--- src/rtl/mult_seq_ctrl_pkg.sv ---
// ---------------------------------------------------------------------------
// mult_pkg
// Shared types and constants for the serial-input shift-add multiplier
// sequencer: controller state encoding, default operand width and the
// sizing rule for the step/bit counters.
// ---------------------------------------------------------------------------
package mult_pkg;

  typedef enum logic [2:0] {
    ST_IDLE,
    ST_LOAD_A,
    ST_LOAD_B,
    ST_MUL,
    ST_DONE
  } state_t;

  localparam int DEF_WIDTH = 4;
  localparam int DEF_CNT_W = 8;

  // One extra bit so a counter can hold the value WIDTH itself.
  function automatic int step_w(input int width);
    return $clog2(width) + 1;
  endfunction

  localparam int DEF_STEP_W = step_w(DEF_WIDTH);

endpackage

--- src/rtl/mult_seq_ctrl_serial_deser.sv ---
// ---------------------------------------------------------------------------
// serial_deser
// WIDTH-bit MSB-first serial-to-parallel shift register with its own bit
// counter. o_last flags the cycle in which the final bit of a word is being
// shifted in, so the controller can advance on the same edge.
//
// Ports:
//   clk     rising-edge clock
//   rst     asynchronous active-high reset (clears data and count)
//   i_clr   restart the bit count (data is left untouched)
//   i_en    shift i_din in this cycle
//   i_din   serial data bit
//   o_data  parallel word (live while shifting)
//   o_last  i_en is high and this is the WIDTH-th bit of the word
// ---------------------------------------------------------------------------
module serial_deser
  import mult_pkg::*;
#(
  parameter int WIDTH  = DEF_WIDTH,
  parameter int STEP_W = step_w(WIDTH)
) (
  input  logic             clk,
  input  logic             rst,
  input  logic             i_clr,
  input  logic             i_en,
  input  logic             i_din,
  output logic [WIDTH-1:0] o_data,
  output logic             o_last
);

  localparam logic [STEP_W-1:0] LAST_BIT = STEP_W'(WIDTH - 1);

  logic [WIDTH-1:0]  r_data;
  logic [STEP_W-1:0] r_cnt;

  always_ff @(posedge clk or posedge rst) begin
    if (rst) begin
      r_data <= '0;
      r_cnt  <= '0;
    end else if (i_clr) begin
      r_cnt <= '0;
    end else if (i_en) begin
      r_data <= {r_data[WIDTH-2:0], i_din};
      // Wrap so the lane is ready for the next word without an explicit clear.
      r_cnt  <= (r_cnt == LAST_BIT) ? '0 : r_cnt + 1'b1;
    end
  end

  assign o_data = r_data;
  assign o_last = i_en && (r_cnt == LAST_BIT);

endmodule

--- src/rtl/mult_seq_ctrl.sv ---
// ---------------------------------------------------------------------------
// mult_seq_ctrl
// Sequencer for the serial-input multiplier stage. Deserializes operand A
// then operand B (MSB first) from din, runs a WIDTH-step shift-add multiply
// and offers the 2*WIDTH-bit product on a valid/ready handshake. Counts
// completed handshakes with a saturating counter.
//
// Ports:
//   clk, rst     clock, asynchronous active-high reset
//   start        begin an operation (only honoured in IDLE)
//   abort        cancel the current operation (no effect in IDLE)
//   din          serial operand bits: A[W-1..0] then B[W-1..0]
//   busy         high whenever the sequencer is not IDLE
//   op_a, op_b   deserialized operands (live while loading)
//   dout_valid   product available
//   dout_ready   consumer accepts the product
//   product      unsigned A*B
//   done_cnt     completed handshakes, saturating at all-ones
// ---------------------------------------------------------------------------
module mult_seq_ctrl
  import mult_pkg::*;
#(
  parameter int WIDTH = DEF_WIDTH,
  parameter int CNT_W = DEF_CNT_W
) (
  input  logic               clk,
  input  logic               rst,
  input  logic               start,
  input  logic               abort,
  input  logic               din,
  output logic               busy,
  output logic [WIDTH-1:0]   op_a,
  output logic [WIDTH-1:0]   op_b,
  output logic               dout_valid,
  input  logic               dout_ready,
  output logic [2*WIDTH-1:0] product,
  output logic [CNT_W-1:0]   done_cnt
);

  localparam int STEP_W = step_w(WIDTH);
  localparam int IDX_W  = $clog2(WIDTH);
  localparam logic [STEP_W-1:0] LAST_STEP = STEP_W'(WIDTH - 1);

  state_t             r_state;
  logic               r_busy;
  logic [STEP_W-1:0]  r_step;
  logic [2*WIDTH-1:0] r_acc;
  logic [2*WIDTH-1:0] r_product;
  logic               r_valid;
  logic [CNT_W-1:0]   r_done_cnt;

  logic               w_start_go;
  logic [1:0]         w_lane_en;
  logic [1:0]         w_lane_last;
  logic [WIDTH-1:0]   w_lane_data [2];
  logic [2*WIDTH-1:0] w_op_a_ext;
  logic [2*WIDTH-1:0] w_partial;
  logic [2*WIDTH-1:0] w_sum;

  // Both lane counters restart when an operation is accepted, so a word
  // left half-loaded by an abort cannot skew the next one.
  assign w_start_go   = (r_state == ST_IDLE) && start;
  assign w_lane_en[0] = (r_state == ST_LOAD_A) && !abort;
  assign w_lane_en[1] = (r_state == ST_LOAD_B) && !abort;

  // Lane 0 holds operand A, lane 1 operand B.
  for (genvar gi = 0; gi < 2; gi++) begin : g_lane
    serial_deser #(
      .WIDTH  (WIDTH),
      .STEP_W (STEP_W)
    ) u_deser (
      .clk    (clk),
      .rst    (rst),
      .i_clr  (w_start_go),
      .i_en   (w_lane_en[gi]),
      .i_din  (din),
      .o_data (w_lane_data[gi]),
      .o_last (w_lane_last[gi])
    );
  end

  // Partial product for the current step, at full product width so the
  // running sum can never overflow.
  assign w_op_a_ext = {{WIDTH{1'b0}}, w_lane_data[0]};
  assign w_partial  = w_lane_data[1][r_step[IDX_W-1:0]] ? (w_op_a_ext << r_step) : '0;
  assign w_sum      = r_acc + w_partial;

  always_ff @(posedge clk or posedge rst) begin
    if (rst) begin
      r_state    <= ST_IDLE;
      r_busy     <= 1'b0;
      r_step     <= '0;
      r_acc      <= '0;
      r_product  <= '0;
      r_valid    <= 1'b0;
      r_done_cnt <= '0;
    end else begin
      case (r_state)
        ST_IDLE: begin
          if (start) begin
            r_state <= ST_LOAD_A;
            r_busy  <= 1'b1;
            r_step  <= '0;
          end
        end
        ST_LOAD_A: begin
          if (abort) begin
            r_state <= ST_IDLE;
            r_busy  <= 1'b0;
          end else if (w_lane_last[0]) begin
            r_state <= ST_LOAD_B;
          end
        end
        ST_LOAD_B: begin
          if (abort) begin
            r_state <= ST_IDLE;
            r_busy  <= 1'b0;
          end else if (w_lane_last[1]) begin
            r_state <= ST_MUL;
            r_acc   <= '0;
            r_step  <= '0;
          end
        end
        ST_MUL: begin
          if (abort) begin
            r_state <= ST_IDLE;
            r_busy  <= 1'b0;
          end else begin
            r_acc  <= w_sum;
            r_step <= r_step + 1'b1;
            if (r_step == LAST_STEP) begin
              r_product <= w_sum;
              r_valid   <= 1'b1;
              r_state   <= ST_DONE;
            end
          end
        end
        ST_DONE: begin
          // Abort wins over a simultaneous accept: product is dropped uncounted.
          if (abort) begin
            r_valid <= 1'b0;
            r_state <= ST_IDLE;
            r_busy  <= 1'b0;
          end else if (r_valid && dout_ready) begin
            r_valid <= 1'b0;
            r_state <= ST_IDLE;
            r_busy  <= 1'b0;
            if (r_done_cnt != '1) r_done_cnt <= r_done_cnt + 1'b1;
          end
        end
        default: begin
          r_state <= ST_IDLE;
          r_busy  <= 1'b0;
          r_valid <= 1'b0;
        end
      endcase
    end
  end

  assign busy       = r_busy;
  assign op_a       = w_lane_data[0];
  assign op_b       = w_lane_data[1];
  assign dout_valid = r_valid;
  assign product    = r_product;
  assign done_cnt   = r_done_cnt;

endmodule

--- config.mk ---
export PLATFORM = sky130hd
export DESIGN_NAME = mult_seq_ctrl
export DESIGN_NICKNAME = d
export VERILOG_FILES = /design/src/rtl/mult_seq_ctrl_pkg.sv /design/src/rtl/mult_seq_ctrl_serial_deser.sv /design/src/rtl/mult_seq_ctrl.sv
export SDC_FILE = /design/constraint.sdc
export NUM_CORES = 1
export LEC_CHECK = 0
export CELL_PAD_IN_SITES_DETAIL_PLACEMENT = 2
export CELL_PAD_IN_SITES_GLOBAL_PLACEMENT = 2
export CORE_AREA = 3 3 89 91
export DETAILED_ROUTE_END_ITERATION = 10
export DIE_AREA = 0 0 92 94
export PLACE_DENSITY = 0.84
export SLEW_MARGIN = 15
export SYNTH_ARGS = -nofsm -noshare
export SYNTH_HDL_FRONTEND = slang
export SYNTH_SLANG_ARGS = --single-unit
--- constraint.sdc ---
create_clock -name clk -period 3 [get_ports clk]
set_input_delay 0.9 -clock clk [delete_from_list [all_inputs] [get_ports clk]]
set_output_delay 0.9 -clock clk [all_outputs]
set_load 0.05 [all_outputs]
## Word level (Yosys, flattened, before mapping)

Index checks and enable logic that the tools add are counted.
Widths: inputs -> output; s select.

| word-level totals | value |
|---|---|
| word-level logic and storage cells | 98 |
| bits in registers | 46 |
| input bits | 6 |

| cells by class | value |
|---|---|
| add/subtract/negate cells | 5 |
| order comparisons | 1 |
| reductions and logical operators | 23 |
| bitwise operators | 3 |
| shift-type cells | 1 |
| equal/unequal tests | 18 |
| multiplexer cells | 36 |

Operator list:

| kind | number |
|---|---|
| $mux 3 | 19 |
| $mux 8 | 4 |
| $pmux 8 s2 | 1 |
| $eq 3x2->1 const B | 5 |
| $pmux 3 s5 | 1 |
| $reduce_and 4->1 | 3 |
| $reduce_and 5->1 | 2 |
| $add 3x1->3 const B | 3 |
| $pmux 3 s3 | 1 |
| $add 8x1->8 const B | 1 |
| $add 8x8->8 | 1 |
| $ne 2x2->1 const B | 4 |
| $ne 8x8->1 const B | 1 |
| $shl 4x3->8 | 1 |
| $mux 1 | 7 |
| $logic_and 1x1->1 | 6 |
| $ne 3x2->1 const B | 2 |
| $ne 3x3->1 const B | 2 |
| $pmux 1 s3 | 2 |
| $reduce_and 3->1 | 2 |
| $reduce_bool 2->1 | 3 |
| $reduce_or 3->1 | 2 |
| $ne 2x1->1 const B | 2 |
| $reduce_and 2->1 | 2 |
| 8 further kinds | 10 |

## Logic depth before layout (Yosys ltp)

| depth | value |
|---|---|
| word-level depth | 6 |
| mapped depth | 12 |
| gate-level depth less buffers | 10 |

## Hierarchy

A second synthesis with hierarchy kept.

| second synthesis, totals | value |
|---|---|
| cells, all modules | 259 |
| area, all modules | 2655.0 sq um |

By module, submodules not included:

| module | seq. area each (sq um) | area an instance (sq um) | times used | cells an instance |
|---|---|---|---|---|
| mult_seq_ctrl | 800.8 | 2048.2 | 1 | 213 |
| serial_deser at g_lane[0].u_deser | 175.2 | 305.3 | 1 | 23 |
| serial_deser at g_lane[1].u_deser | 175.2 | 301.5 | 1 | 23 |

## Worst setup path before layout

No wires, ideal clock.

| path | value |
|---|---|
| kind | reg-to-reg |
| start point | register g_lane[1].u_deser.r_data[2] |
| end point | register r_product[6] (netlist: product[6]) |
| required time | 2.904 ns |
| path buffers | 0 |
| cell stages (with the launch flop) | 11 |
| setup time | 0.096 ns |
| arrival | 2.699 ns |
| period minus slack after synthesis | 2.794 ns |
| setup slack | 0.206 ns |
| cells stage by stage | dfrtp_1 -> mux4_2 -> nand2_1 -> nor2_1 -> ha_1 -> fa_1 -> a21o_1 -> a21oi_1 -> o21ai_0 -> and3_1 -> o31ai_1 |

| between the ends | value |
|---|---|
| word-level cells in the longest chain between the ends | 4 |

RTL lines:

| what | line | RTL |
|---|---|---|
| from (decl) | mult_seq_ctrl_serial_deser.sv:33 | `logic [WIDTH-1:0] r_data;` |
| from (signal assigned) | mult_seq_ctrl_serial_deser.sv:43 | `r_data <= {r_data[WIDTH-2:0], i_din};` |
| $bmux 1 s2 | mult_seq_ctrl.sv:85 | `assign w_partial = w_lane_data[1][r_step[IDX_W-1:0]] ? (w_op_a_ext << r_step) : '0;` |
| $mux 1 (not written as such) | mult_seq_ctrl.sv:85 |  |
| $mux 8 | mult_seq_ctrl.sv:85 |  |
| $add 8x8->8 | mult_seq_ctrl.sv:86 | `assign w_sum = r_acc + w_partial;` |
| to (signal assigned) | mult_seq_ctrl.sv:132 | `r_product <= w_sum;` |
| to (decl) | mult_seq_ctrl.sv:48 | `logic [2*WIDTH-1:0] r_product;` |

Every way passes these cells. The select of a mux whose other input is x is not followed.
A chain may end at the register's enable or synchronous reset.

## Worst setup path in the final report

| path | value |
|---|---|
| start point | register g_lane[1].u_deser.r_data[2] |
| end point | register r_acc[6] |

| between the ends | value |
|---|---|
| word-level cells in the longest chain between the ends | 6 |

RTL lines:

| what | line | RTL |
|---|---|---|
| $bmux 1 s2 | mult_seq_ctrl.sv:85 |  |
| $mux 1 (not written as such) | mult_seq_ctrl.sv:85 |  |
| $mux 8 | mult_seq_ctrl.sv:85 |  |
| $add 8x8->8 | mult_seq_ctrl.sv:86 |  |
| $mux 8 | mult_seq_ctrl.sv:125 | `if (abort) begin` |
| $pmux 8 s2 | mult_seq_ctrl.sv:98 | `case (r_state)` |
| to (signal assigned) | mult_seq_ctrl.sv:129 | `r_acc <= w_sum;` |
| to (decl) | mult_seq_ctrl.sv:47 | `logic [2*WIDTH-1:0] r_acc;` |

Every way passes these cells. The select of a mux whose other input is x is not followed.

==> results.cfg <==
[timing]
final.setup.tns_ns = 0
tightestPinTransition_ns = 0.592
fin_skew_ns = 0.00584
slew_viol_final = 0
max_freq_mhz = 362
finalCriticalPeriod_ns = 2.77
period_share_pct = 92.2
maxSlewHeadroom_pct = 60.0
finalHoldViolations = 0
finalSetupViolCount = 0
rsz0062_at_grt = no

[setup_path]
worstPathArrival_ns = 2.98
crit_path_start_kind = flip-flop
timing.rr.start = g_lane[1].u_deser.o_data[2]
r2r_end = r_acc[6]
ff2ff_setup_slack_ns = 0.23
worstPathMaxFanout = 5
endpoint_kind = flip-flop
criticalPathCategory = reg2reg
worst_r2r_path_depth = 10
cp_data_required_time_ns = 3.22

[clocking]
cts_tree = built
clockRootBuffer = clkbuf_8
clk_path_buf_depth = 2
cts_max_level = 2
cts-buffers-inserted = 5
cts_num_sinks = 46
postCtsHoldBufs = 0
clkLatencyLatePin_ns = 0.30
clk_transition_reported_paths_ns = 0.09
cts_setup_buffers = 0

[synthesis]
syn_area_sq_mm = 0.00251
synth_area_leaders = dfrtp_1 (46%), ha_1 (6.0%), mux2_2 (5.8%)
synthCells = 248
yosysWarnings = 0
ys_async_sr_fraction_pct = 100
ys_ff_latch = 46
synth_cell_type_count = 45
synth_top_cell_area_share_pct = 45.8
avgSynthCellArea_sq_um = 10.1
synth_seq_area_share_pct = 45.8
synth.net_count = 267
ys.flop_type = dfrtp_1
synth_top_area_cell = dfrtp_1
synth_edf_count = 0

[finish]
areaGrowthSynthToFinish_pct = 22.9
diodes = 0
nets = 307
drive_gt1_share_pct = 14.9
final_cells = 388

[route]
drt_iter0_drc = 76
dr.pass1.iters = 4
routed_wl_microns = 6620
wire_per_inst_microns = 17.1
drc_errors = 0
drtAntennaViolNets = 0
vias_per_cell = 5.26
route.vias.total = 2040

[floorplan]
fp.dieW_microns = 92
start_util_pct = 34.9
num_rows = 31
die_height_microns = 94
core_sq_mm = 0.00721
fp.dieArea_sq_mm = 0.00865
design.portCount = 32

[place]
hpwl_microns = 5240
place_inst = 380
io_buffers = 31
gp_congestion = 0.849

[pwr]
vdd_drop_max_mv = 0.380
power_density_mw_per_mm2 = 788
leakage_nw = 1.45
total_power_mw = 2.44

[global_routing]
grt.overflow.total = 0
grt.total_usage_pct = 16.8
use_met2_pct = 30.0
gr-max-usage-layer = met2
grt_pass1_wl_microns = 11500
antenna_found_initial = 0
use_met1_pct = 20.8
grt_pass1_vias = 2250
use_met3_pct = 2.56
grt_max_degree = 18

[min_path]
whs_path_depth = 2
min_from = product[6]
hp-class = reg2reg
min_to = product[6]

[flow_run]
max_cap_violations = 0

[run_status]
status = finished, final reports clean
==> per-stage QoR <==
| step | area, sq um | util, % | hold WS (ns) | worst slack [ns] |
|---|---|---|---|---|
| 2_1_floorplan | 2510 | - | 0.455 | 0.206 |
| 6_report | 3090 | 42.8 | 0.500 | 0.234 |
| 3_5_place_dp | 2980 | 41.3 | 0.490 | 0.0714 |
| 4_1_cts | 3070 | 42.6 | 0.511 | 0.141 |
| 3_3_place_gp | 2980 | 41.3 | 0.472 | 0.192 |
| 5_1_grt | 3090 | 42.8 | 0.530 | 0.0255 |
==> timing repair <==
action                     4_1_cts  5_1_grt
hold endpoints to repair         0        0
gates resized for setup          0        4
setup endpoints to repair        0        4
==> logic make-up (layout without fill, tap and decap cells) <==
group	Yosys count	in the layout	share of synthesized area, %
AO/OA/AOI/OAI	54	54	13.7
flip-flops	46	46	45.8
XOR/XNOR	11	11	3.83
buffers and inverters	17	58	2.98
multiplexers	19	19	9.20
adder cells (fa/ha/maj)	13	13	6.77
AND/OR/NAND/NOR	88	88	17.7
==> power by group <==
part / leakage (nW) / switching [mW] / total (mW) / internal, mW
clock: 0.0441 / 0.223 / 0.387 / 0.164
combinational: 0.780 / 0.680 / 1.13 / 0.453
sequential: 0.622 / 0.166 / 0.916 / 0.750
==> how the worst max path moves through the flow <==
stage,start,to,slack [ns],cells past startpoint
final,g_lane[1].u_deser.o_data[2],r_acc[6],0.23,10
after CTS,g_lane[1].u_deser.o_data[2],product[6],0.14,10
after floorplan,g_lane[1].u_deser.o_data[2],product[6],0.21,10
after detailed placement,abort,done_cnt[7],0.07,6
after global placement,abort,done_cnt[5],0.19,6
after global routing,r_step[1],product[7],0.03,11
==> cell usage in the layout (no fill, tap or decap), types with 3 or more instances in the layout <==
master / instances
dfrtp_1: 46
nand2_1: 34
clkdlybuf4s50_1: 31
nor2_1: 17
a21oi_1: 16
mux2_2: 13
ha_1: 12
buf_4: 10
o21ai_0: 9
inv_1: 8
a22o_1: 8
xnor2_1: 6
nor2b_1: 5
xor2_1: 5
nand4_1: 5
clkbuf_8: 5
nand3_1: 4
mux2i_1: 4
and2_1: 3
and3_1: 3
nor3_1: 3
a31oi_1: 3
nand2b_1: 3
==> cell type report <==
| cell class | instances | area, sq um |
|---|---|---|
| Tap cell | 99 | 124 |
| Inverter | 9 | 33.8 |
| Sequential cell | 46 | 1150 |
| Multi-Input combinational cell | 185 | 1310 |
| Fill cell | 810 | 4120 |
| Clock inverter | 3 | 21.3 |
| Timing Repair Buffer | 41 | 385 |
| Clock buffer | 5 | 68.8 |
==> state kept, by name, summed over array words and instances, names as in the netlist <==
signal	cells
busy	1
done_cnt	8
dout_valid	1
g_lane.u_deser.o_data	8
g_lane.u_deser.r_cnt	6
product	8
r_acc	8
r_state	3
r_step	3
==> Yosys cell counts (3+ instances only) <==
library cell  number
ha_1              12
nand2b_1           3
and3_1             3
xor2_1             5
dfrtp_1           46
and2_1             3
clkbuf_1           6
xnor2_1            6
a22o_1             8
mux2_2            13
nor3_1             3
nand4_1            5
nor2_1            17
a31oi_1            3
a21oi_1           18
nand2_1           34
o21ai_0            9
nand3_1            4
inv_1              9
nor2b_1            5
mux2i_1            4
==> per-layer routing <==
metal | routed length (microns) | vias up
met2 | 3520 | 28
met4 | 109 | 0
met1 | 2840 | 1037
li1 | - | 967
met5 | 0 | -
met3 | 155 | 8
==> worst max-delay path: stages, from the launching register on <==
cell	delay [ns]
dfrtp_1	0.43
mux4_2	0.50
nand2_1	0.13
nor2_1	0.08
ha_1	0.21
fa_1	0.42
a21o_1	0.21
a21oi_2	0.17
o21ai_0	0.12
and3_1	0.20
o31ai_1	0.22
Power figures use the tool's default switching activity.
